`config.mk`:
```
export PLATFORM = sky130hd
export DESIGN_NAME = mandelbrot_frame_ctrl_flat
export DESIGN_NICKNAME = d
export VERILOG_FILES = /design/src/rtl/mandelbrot_pkg.sv /design/src/rtl/mandelbrot_frame_ctrl_if.sv /design/src/rtl/mandelbrot_pix_fifo.sv /design/src/rtl/mandelbrot_frame_ctrl.sv /design/src/flat_wrapper.sv
export SDC_FILE = /design/constraint.sdc
export NUM_CORES = 1
export LEC_CHECK = 0
export ABC_CLOCK_PERIOD_IN_PS = 3100
export CORE_ASPECT_RATIO = 0.6
export CORE_MARGIN = 2
export CORE_UTILIZATION = 48
export DETAILED_ROUTE_END_ITERATION = 10
export GPL_TIMING_DRIVEN = 0
export HOLD_SLACK_MARGIN = 0.12
export PLACE_DENSITY = 0.83
export SYNTH_ARGS = -nofsm -noshare
export SYNTH_HDL_FRONTEND = slang
export SYNTH_SLANG_ARGS = --single-unit
```
`constraint.sdc`:
```
create_clock -name clk -period 3.1 [get_ports clk]
set_clock_uncertainty 0.1 [all_clocks]
set_input_delay 0.62 -clock clk [delete_from_list [all_inputs] [get_ports clk]]
set_output_delay 0.62 -clock clk [all_outputs]
set_load 0.005 [all_outputs]
```
`src/rtl/mandelbrot_pkg.sv`:
```
// Shared types for the mandelbrot frame sequencer: FSM states, pixel FIFO entry.
package mandelbrot_pkg;

    localparam int unsigned PIX_W = 4;

    typedef enum logic [2:0] {
        IDLE  = 3'd0,
        LOAD  = 3'd1,
        ISSUE = 3'd2,
        WAIT  = 3'd3,
        FEND  = 3'd4
    } state_e;

    typedef struct packed {
        logic             last;
        logic [PIX_W-1:0] data;
    } fifo_entry_t;

endpackage

```
`src/rtl/mandelbrot_frame_ctrl_if.sv`:
```
// Valid/ready pixel stream from the frame sequencer to the readout logic.
interface mandelbrot_frame_ctrl_if;

    logic [mandelbrot_pkg::PIX_W-1:0] pix_data;
    logic                             pix_last;
    logic                             pix_valid;
    logic                             pix_ready;

    modport master (
        output pix_data,
        output pix_last,
        output pix_valid,
        input  pix_ready
    );

    modport slave (
        input  pix_data,
        input  pix_last,
        input  pix_valid,
        output pix_ready
    );

endinterface

```
`src/rtl/mandelbrot_pix_fifo.sv`:
```
// Show-ahead pixel FIFO; DEPTH must be a power of two, at least 2.
// Reset clears the storage as well as the pointers so the head reads as zero.
module mandelbrot_pix_fifo
    import mandelbrot_pkg::*;
#(
    parameter int unsigned DEPTH = 4,
    localparam int unsigned PTR_W = $clog2(DEPTH),
    localparam int unsigned CNT_W = PTR_W + 1
) (
    input  logic             clk,
    input  logic             rst_n,
    input  logic             push,
    input  fifo_entry_t      push_data,
    input  logic             pop,
    output fifo_entry_t      head,
    output logic [CNT_W-1:0] count,
    output logic             full,
    output logic             empty
);

    fifo_entry_t      mem_q [DEPTH];
    logic [PTR_W-1:0] wr_ptr_q;
    logic [PTR_W-1:0] rd_ptr_q;
    logic [CNT_W-1:0] count_q;
    logic [CNT_W-1:0] count_d;
    logic             full_q;
    logic             empty_q;
    logic             do_push;
    logic             do_pop;

    // Qualify requests: a pop on empty is ignored, a push on full only with a pop.
    always_comb begin
        do_pop  = pop && !empty_q;
        do_push = push && (!full_q || do_pop);
        count_d = count_q + CNT_W'(do_push) - CNT_W'(do_pop);
    end

    // Storage, pointers, occupancy and registered full/empty flags.
    always_ff @(posedge clk or negedge rst_n) begin
        if (!rst_n) begin
            for (int i = 0; i < int'(DEPTH); i++) begin
                mem_q[i] <= '0;
            end
            wr_ptr_q <= '0;
            rd_ptr_q <= '0;
            count_q  <= '0;
            full_q   <= 1'b0;
            empty_q  <= 1'b1;
        end else begin
            if (do_push) begin
                mem_q[wr_ptr_q] <= push_data;
                wr_ptr_q        <= wr_ptr_q + PTR_W'(1);
            end
            if (do_pop) begin
                rd_ptr_q <= rd_ptr_q + PTR_W'(1);
            end
            count_q <= count_d;
            full_q  <= (count_d == CNT_W'(DEPTH));
            empty_q <= (count_d == '0);
        end
    end

    assign head  = mem_q[rd_ptr_q];
    assign count = count_q;
    assign full  = full_q;
    assign empty = empty_q;

endmodule

```
`src/rtl/mandelbrot_frame_ctrl.sv`:
```
// Frame-level sequencer for the mandelbrot pixel core: issues one run per
// pixel, buffers iteration codes in a FIFO, owns the view configuration.
// Optional zoom animation across frames: define MANDELBROT_ZOOM_ANIM_EN.
module mandelbrot_frame_ctrl
    import mandelbrot_pkg::*;
#(
    parameter int unsigned BITWIDTH = 10,
    parameter int unsigned WIDTH    = 320,
    parameter int unsigned HEIGHT   = 240,
    parameter int unsigned DEPTH    = 4
) (
    input  logic                clk,
    input  logic                rst_n,
    input  logic                enable,
    input  logic [6:0]          cfg_scaling,
    input  logic [BITWIDTH-1:0] cfg_cr,
    input  logic [BITWIDTH-1:0] cfg_ci,
    output logic                core_run,
    input  logic                core_running,
    input  logic                core_finished,
    input  logic [PIX_W-1:0]    core_ctr,
    output logic [6:0]          scaling,
    output logic [BITWIDTH-1:0] cr_offset,
    output logic [BITWIDTH-1:0] ci_offset,
    mandelbrot_frame_ctrl_if.master pix,
    output logic                frame_done,
    output logic [7:0]          frame_cnt,
    output logic                busy
);

    localparam int unsigned CNT_W = $clog2(DEPTH) + 1;
    localparam logic [BITWIDTH-1:0] CR_STEP = BITWIDTH'(WIDTH / 2);
    localparam logic [BITWIDTH-1:0] CI_STEP = BITWIDTH'(HEIGHT / 2);
`ifdef MANDELBROT_ZOOM_ANIM_EN
    localparam bit ZOOM_EN = 1'b1;
`else
    localparam bit ZOOM_EN = 1'b0;
`endif

    state_e              state_q;
    state_e              state_d;
    logic                seen_run_q;
    logic                seen_run_d;
    logic                push_c;
    logic                pop_c;
    logic                room_c;
    logic                core_run_d;
    logic                busy_d;
    logic                frame_done_d;
    logic [CNT_W-1:0]    fifo_count;
    logic [CNT_W-1:0]    cnt_nxt;
    logic                fifo_full;
    logic                fifo_empty;
    fifo_entry_t         push_entry;
    fifo_entry_t         head;
    logic [6:0]          scaling_d;
    logic [BITWIDTH-1:0] cr_d;
    logic [BITWIDTH-1:0] ci_d;

    mandelbrot_pix_fifo #(
        .DEPTH (DEPTH)
    ) u_fifo (
        .clk       (clk),
        .rst_n     (rst_n),
        .push      (push_c),
        .push_data (push_entry),
        .pop       (pop_c),
        .head      (head),
        .count     (fifo_count),
        .full      (fifo_full),
        .empty     (fifo_empty)
    );

    assign pop_c          = !fifo_empty && pix.pix_ready;
    assign pix.pix_valid  = !fifo_empty;
    assign pix.pix_data   = head.data;
    assign pix.pix_last   = head.last;
    assign push_entry     = '{last: core_finished, data: core_ctr};

    // Next state, push request and the next values of the registered outputs.
    // core_run is registered, so it is decided from the state and FIFO
    // occupancy that will hold in the coming cycle.
    always_comb begin
        state_d    = state_q;
        seen_run_d = seen_run_q;
        push_c     = 1'b0;

        case (state_q)
            IDLE: begin
                if (enable) begin
                    state_d = LOAD;
                end
            end
            LOAD: begin
                state_d = ISSUE;
            end
            ISSUE: begin
                if (core_run) begin
                    seen_run_d = 1'b0;
                    state_d    = WAIT;
                end
            end
            WAIT: begin
                if (core_running) begin
                    seen_run_d = 1'b1;
                end else if (seen_run_q) begin
                    push_c  = 1'b1;
                    state_d = core_finished ? FEND : ISSUE;
                end
            end
            FEND: begin
                state_d = enable ? ISSUE : IDLE;
            end
            default: begin
                state_d = IDLE;
            end
        endcase

        cnt_nxt      = fifo_count + CNT_W'(push_c) - CNT_W'(pop_c);
        room_c       = fifo_full ? pop_c : (cnt_nxt != CNT_W'(DEPTH));
        core_run_d   = (state_d == ISSUE) && (state_q != ISSUE || !core_run) && room_c;
        busy_d       = (state_d != IDLE);
        frame_done_d = (state_d == FEND);
    end

    // View registers change only in LOAD and FEND, while the core is stopped.
    always_comb begin
        scaling_d = scaling;
        cr_d      = cr_offset;
        ci_d      = ci_offset;
        if (state_q == LOAD) begin
            scaling_d = cfg_scaling;
            cr_d      = cfg_cr;
            ci_d      = cfg_ci;
        end else if (state_q == FEND && ZOOM_EN) begin
            if (scaling != 7'd0) begin
                // Halving the pixel step doubles the zoom; shift the origin
                // by half a frame so the image centre stays put.
                scaling_d = scaling - 7'd1;
                cr_d      = cr_offset + CR_STEP;
                ci_d      = ci_offset + CI_STEP;
            end else begin
                scaling_d = cfg_scaling;
                cr_d      = cfg_cr;
                ci_d      = cfg_ci;
            end
        end
    end

    // FSM state, in-flight tracking and registered outputs.
    always_ff @(posedge clk or negedge rst_n) begin
        if (!rst_n) begin
            state_q    <= IDLE;
            seen_run_q <= 1'b0;
            core_run   <= 1'b0;
            busy       <= 1'b0;
            frame_done <= 1'b0;
            frame_cnt  <= 8'd0;
            scaling    <= 7'd0;
            cr_offset  <= '0;
            ci_offset  <= '0;
        end else begin
            state_q    <= state_d;
            seen_run_q <= seen_run_d;
            core_run   <= core_run_d;
            busy       <= busy_d;
            frame_done <= frame_done_d;
            frame_cnt  <= frame_cnt + 8'(frame_done_d);
            scaling    <= scaling_d;
            cr_offset  <= cr_d;
            ci_offset  <= ci_d;
        end
    end

endmodule

```
`src/flat_wrapper.sv`:
```
// flat-port wrapper written by rule: the top's interface ports become plain ports
module mandelbrot_frame_ctrl_flat import mandelbrot_pkg::*;
#(
    parameter int unsigned BITWIDTH = 10,
    parameter int unsigned WIDTH    = 320,
    parameter int unsigned HEIGHT   = 240,
    parameter int unsigned DEPTH    = 4
)
  (clk, rst_n, enable, cfg_scaling, cfg_cr, cfg_ci, core_run, core_running, core_finished, core_ctr, scaling, cr_offset, ci_offset, frame_done, frame_cnt, busy, pix_pix_data, pix_pix_last, pix_pix_valid, pix_pix_ready);
  mandelbrot_frame_ctrl_if pix_i ();
  input  logic clk;
  input  logic rst_n;
  input  logic enable;
  input  logic [6:0] cfg_scaling;
  input  logic [BITWIDTH-1:0] cfg_cr;
  input  logic [BITWIDTH-1:0] cfg_ci;
  output logic core_run;
  input  logic core_running;
  input  logic core_finished;
  input  logic [PIX_W-1:0] core_ctr;
  output logic [6:0] scaling;
  output logic [BITWIDTH-1:0] cr_offset;
  output logic [BITWIDTH-1:0] ci_offset;
  output logic frame_done;
  output logic [7:0] frame_cnt;
  output logic busy;
  output wire logic [$bits(pix_i.pix_data)-1:0] pix_pix_data;
  output wire logic [$bits(pix_i.pix_last)-1:0] pix_pix_last;
  output wire logic [$bits(pix_i.pix_valid)-1:0] pix_pix_valid;
  input wire logic [$bits(pix_i.pix_ready)-1:0] pix_pix_ready;
  assign pix_pix_data = pix_i.pix_data;
  assign pix_pix_last = pix_i.pix_last;
  assign pix_pix_valid = pix_i.pix_valid;
  assign pix_i.pix_ready = pix_pix_ready;
  mandelbrot_frame_ctrl #(.BITWIDTH(BITWIDTH), .WIDTH(WIDTH), .HEIGHT(HEIGHT), .DEPTH(DEPTH)) u_core (.clk(clk), .rst_n(rst_n), .enable(enable), .cfg_scaling(cfg_scaling), .cfg_cr(cfg_cr), .cfg_ci(cfg_ci), .core_run(core_run), .core_running(core_running), .core_finished(core_finished), .core_ctr(core_ctr), .scaling(scaling), .cr_offset(cr_offset), .ci_offset(ci_offset), .pix(pix_i), .frame_done(frame_done), .frame_cnt(frame_cnt), .busy(busy));
endmodule
```
==> impl_metrics.env <==
export IMPL_wl_mm=6.24
export IMPL_status="finished clean"
export IMPL_syn2layout_area_growth_pct=37.5
export IMPL_cellLeakagePower_uw=0.00189
export IMPL_regArea_sq_mm=0.00178
export IMPL_final_layout_size_suffix_gt1_share_pct=26.8
export IMPL_worst_ep_arrival_time_ns=2.14
export IMPL_overflow=0
export IMPL_grt_pass1_wl_mm=9.72
export IMPL_hold_viol_final=0
export IMPL_n_antenna_cell=0
export IMPL_antenna_found_initial=0
export IMPL_grt_pass1_vias=1992
export IMPL_die_h_um=66.1
export IMPL_rrSetupSlack_ns=0.41
export IMPL_reg2reg_depth=11
export IMPL_initial_core_util_pct=50.0
export IMPL_drc=0
export IMPL_synth_avg_cell_area_sq_um=14.8
export IMPL_period_share_pct=92.2
export IMPL_regToRegEndpoint="u_core.core_run"
export IMPL_synth_top_area_share_pct=56.8
export IMPL_nets=350
export IMPL_grt_setup_unrepaired="false"
export IMPL_cpPeakStageDelay_ns=0.59
export IMPL_cts_buffers_inserted=9
export IMPL_async_flop_share_pct=100
export IMPL_path_clk_slew_ns=0.07
export IMPL_crit_fanout=7
export IMPL_cap_violations=0
export IMPL_synth_top_flop_cell="dfrtp_1"
export IMPL_port_buffers=80
export IMPL_worst_slew_pin_slew_ns=0.852
export IMPL_yosysUniqueCellTypes=40
export IMPL_finalMaxSlewViolations=0
export IMPL_grt_use_total_pct=18.9
export IMPL_dp_hpwl_mm=4.40
export IMPL_fillCellCount=443
export IMPL_synth_area_sq_mm=0.00308
export IMPL_wl_per_cell_um=16.0
export IMPL_placed_area_sq_mm=0.00399
export IMPL_worst_ir_drop_vdd_v=0.000554
export IMPL_critPathKind="reg -> out"
export IMPL_cts_tree="built"
export IMPL_yosysSeqAreaShare_pct=57.6
export IMPL_grt_max_degree=72
export IMPL_synth_edf_count=0
export IMPL_cts_sinks=71
export IMPL_start_kind="flop"
export IMPL_finalCriticalPeriod_ns=2.86
export IMPL_synth_nets=258
export IMPL_multi_input_area_sq_mm=0.00124
export IMPL_h_tree_depth=3
export IMPL_cp_slowest_cell="mux4_2"
export IMPL_final_cell_area_sq_mm=0.00424
export IMPL_hold_path_class="in -> async"
export IMPL_synth_top_area_cell="dfrtp_1"
export IMPL_timing_rr_start="u_core.state_q[2]"
export IMPL_finalSetupViolations=0
export IMPL_clkLatencyLatePin_ns=0.34
export IMPL_synth_seq_cells=71
export IMPL_worstPathRequired_ns=2.38
export IMPL_tns_ns=0
export IMPL_cts_hold_buf=0
export IMPL_synth_most_common_cell="dfrtp_1"
export IMPL_powerDensity_mw_per_mm2=940
export IMPL_drt_iter0_drc=107
export IMPL_worstSetupStartpoint="u_core.u_fifo.rd_ptr_q[0]"
export IMPL_rows=22
export IMPL_die_w_um=107
export IMPL_drt_pass1_iter_count=4
export IMPL_final_antenna_net_count=0
export IMPL_viasPerCell=5.17
export IMPL_io_pins=81
export IMPL_cts_buffer_depth=2
export IMPL_pre_cts_ws_ns=-0.373
export IMPL_slew_headroom_pct=43.2
export IMPL_layout_setup_ws_ns=0.241
export IMPL_synth_cells=209
export IMPL_crit_chain="clkbuf_1, mux4_2, clkdlybuf4s50_1"
export IMPL_synthTopCellsByArea="dfrtp_1 57%, mux2_2 18%, ha_1 4.1%"
export IMPL_end_kind="output pin"
export IMPL_ys_warn_count=0
export IMPL_yosys_top_cells_count="70 x dfrtp_1, 48 x mux2_2, 11 x inv_1, 10 x ha_1, 7 x xnor2_1"
export IMPL_die_area_sq_mm=0.00710
export IMPL_utilization_pct=68.8
export IMPL_core_sq_mm=0.00617
export IMPL_crit_end="pix_pix_data[1]"
export IMPL_vias=2018
export IMPL_clock_fmax_mhz=350
export IMPL_place_gp_congestion=0.810
export IMPL_cts_root_buf="clkbuf_8"
==> worst max-delay path: cells and delay by family (launching register included) <==
family,cells,cell delay (ns)
buffers and inverters,2,0.89
muxes,1,0.59
DFF,1,0.32
==> cell type report <==
cell class / count / area share, %
plain buffers: 9 / 1.15
well taps: 84 / 2.48
repair buffers: 81 / 19.1
multi-input cells: 118 / 29.2
flip-flops and latches: 71 / 41.9
clock buffers: 11 / 3.33
clock inverters: 5 / 1.92
inverters: 11 / 0.974
==> power breakdown <==
| group | internal [uW] | total [uW] | switching (uW) | leakage [uW] |
|---|---|---|---|---|
| registers | 1310 | 1530 | 218 | 0.000888 |
| logic | 1050 | 1650 | 593 | 0.000888 |
| clock network | 475 | 809 | 335 | 0.000110 |
| total | 2840 | 3980 | 1150 | 0.00189 |
==> worst min-delay path by stage <==
stage / endpoint / depth (start not counted) / slack, ns / startpoint
5_1_grt: u_core.scaling[2] / 1 / 0.34 / rst_n
3_5_place_dp: u_core.frame_cnt[7] / 1 / 0.39 / u_core.frame_cnt[7]
4_1_cts: u_core.scaling[0] / 1 / 0.30 / rst_n
3_3_place_gp: u_core.frame_cnt[7] / 1 / 0.37 / u_core.frame_cnt[7]
6_report: u_core.scaling[2] / 1 / 0.29 / rst_n
2_1_floorplan: u_core.busy / 0 / 0.22 / rst_n
==> metal layers <==
layer / wire length (um) / GRT usage, %
met5: 0 / 0
met4: 97 / 6.73
met3: 484 / 7.49
met2: 2700 / 28.2
met1: 2960 / 25.1
==> registers in the layout, indices dropped and copies added, names as in the netlist <==
signal / cells
u_core.u_fifo.full: 1
u_core.frame_cnt: 8
u_core.frame_done: 1
u_core.cr_offset: 10
u_core.u_fifo.rd_ptr_q: 2
u_core.u_fifo.count: 3
u_core.scaling: 7
u_core.state_q: 3
u_core.ci_offset: 10
u_core.u_fifo.mem_q: 20
u_core.seen_run_q: 1
u_core.core_run: 1
u_core.u_fifo.wr_ptr_q: 2
u_core.u_fifo.empty: 1
u_core.busy: 1
==> metrics by stage <==
step / std cells / power (uW) / hold WS (ns)
after floorplan: 209 / 2380 / 0.224
after global placement: 373 / 3090 / 0.366
after detailed placement: 373 / 3150 / 0.389
after CTS: 389 / 3980 / 0.304
after global routing: 390 / 4250 / 0.337
final: 390 / 3980 / 0.290
==> cell families (layout without fill, tap and decap cells) <==
| logic type | Yosys count | count (layout) | share of synthesized area, % |
|---|---|---|---|
| flops | 71 | 71 | 57.6 |
| mux | 54 | 54 | 21.5 |
| simple gates | 29 | 29 | 6.00 |
| buf+inv | 20 | 117 | 2.88 |
| fa+ha+maj | 12 | 12 | 5.36 |
| xor+xnor | 12 | 12 | 3.85 |
| compound gates | 11 | 11 | 2.76 |
==> layout by cell type (no fill, tap or decap), types with 5 or more instances in the layout <==
master and instances:
clkdlybuf4s50_1 78, buf_4 5, mux4_2 5, clkbuf_8 10, xnor2_1 6, inv_1 11, mux2_2 48, dfrtp_1 70
ha_1 10
==> what timing repair did <==
action / 4_1_cts / 5_1_grt
setup buffers: 0 / 1
gates cloned: 0 / 0
setup endpoints to repair: 1 / 3
endpoints found under the hold margin: 0 / 0
pin swaps: 0 / 1
resized for setup: 1 / 4
(Power assumes the default switching activity.)
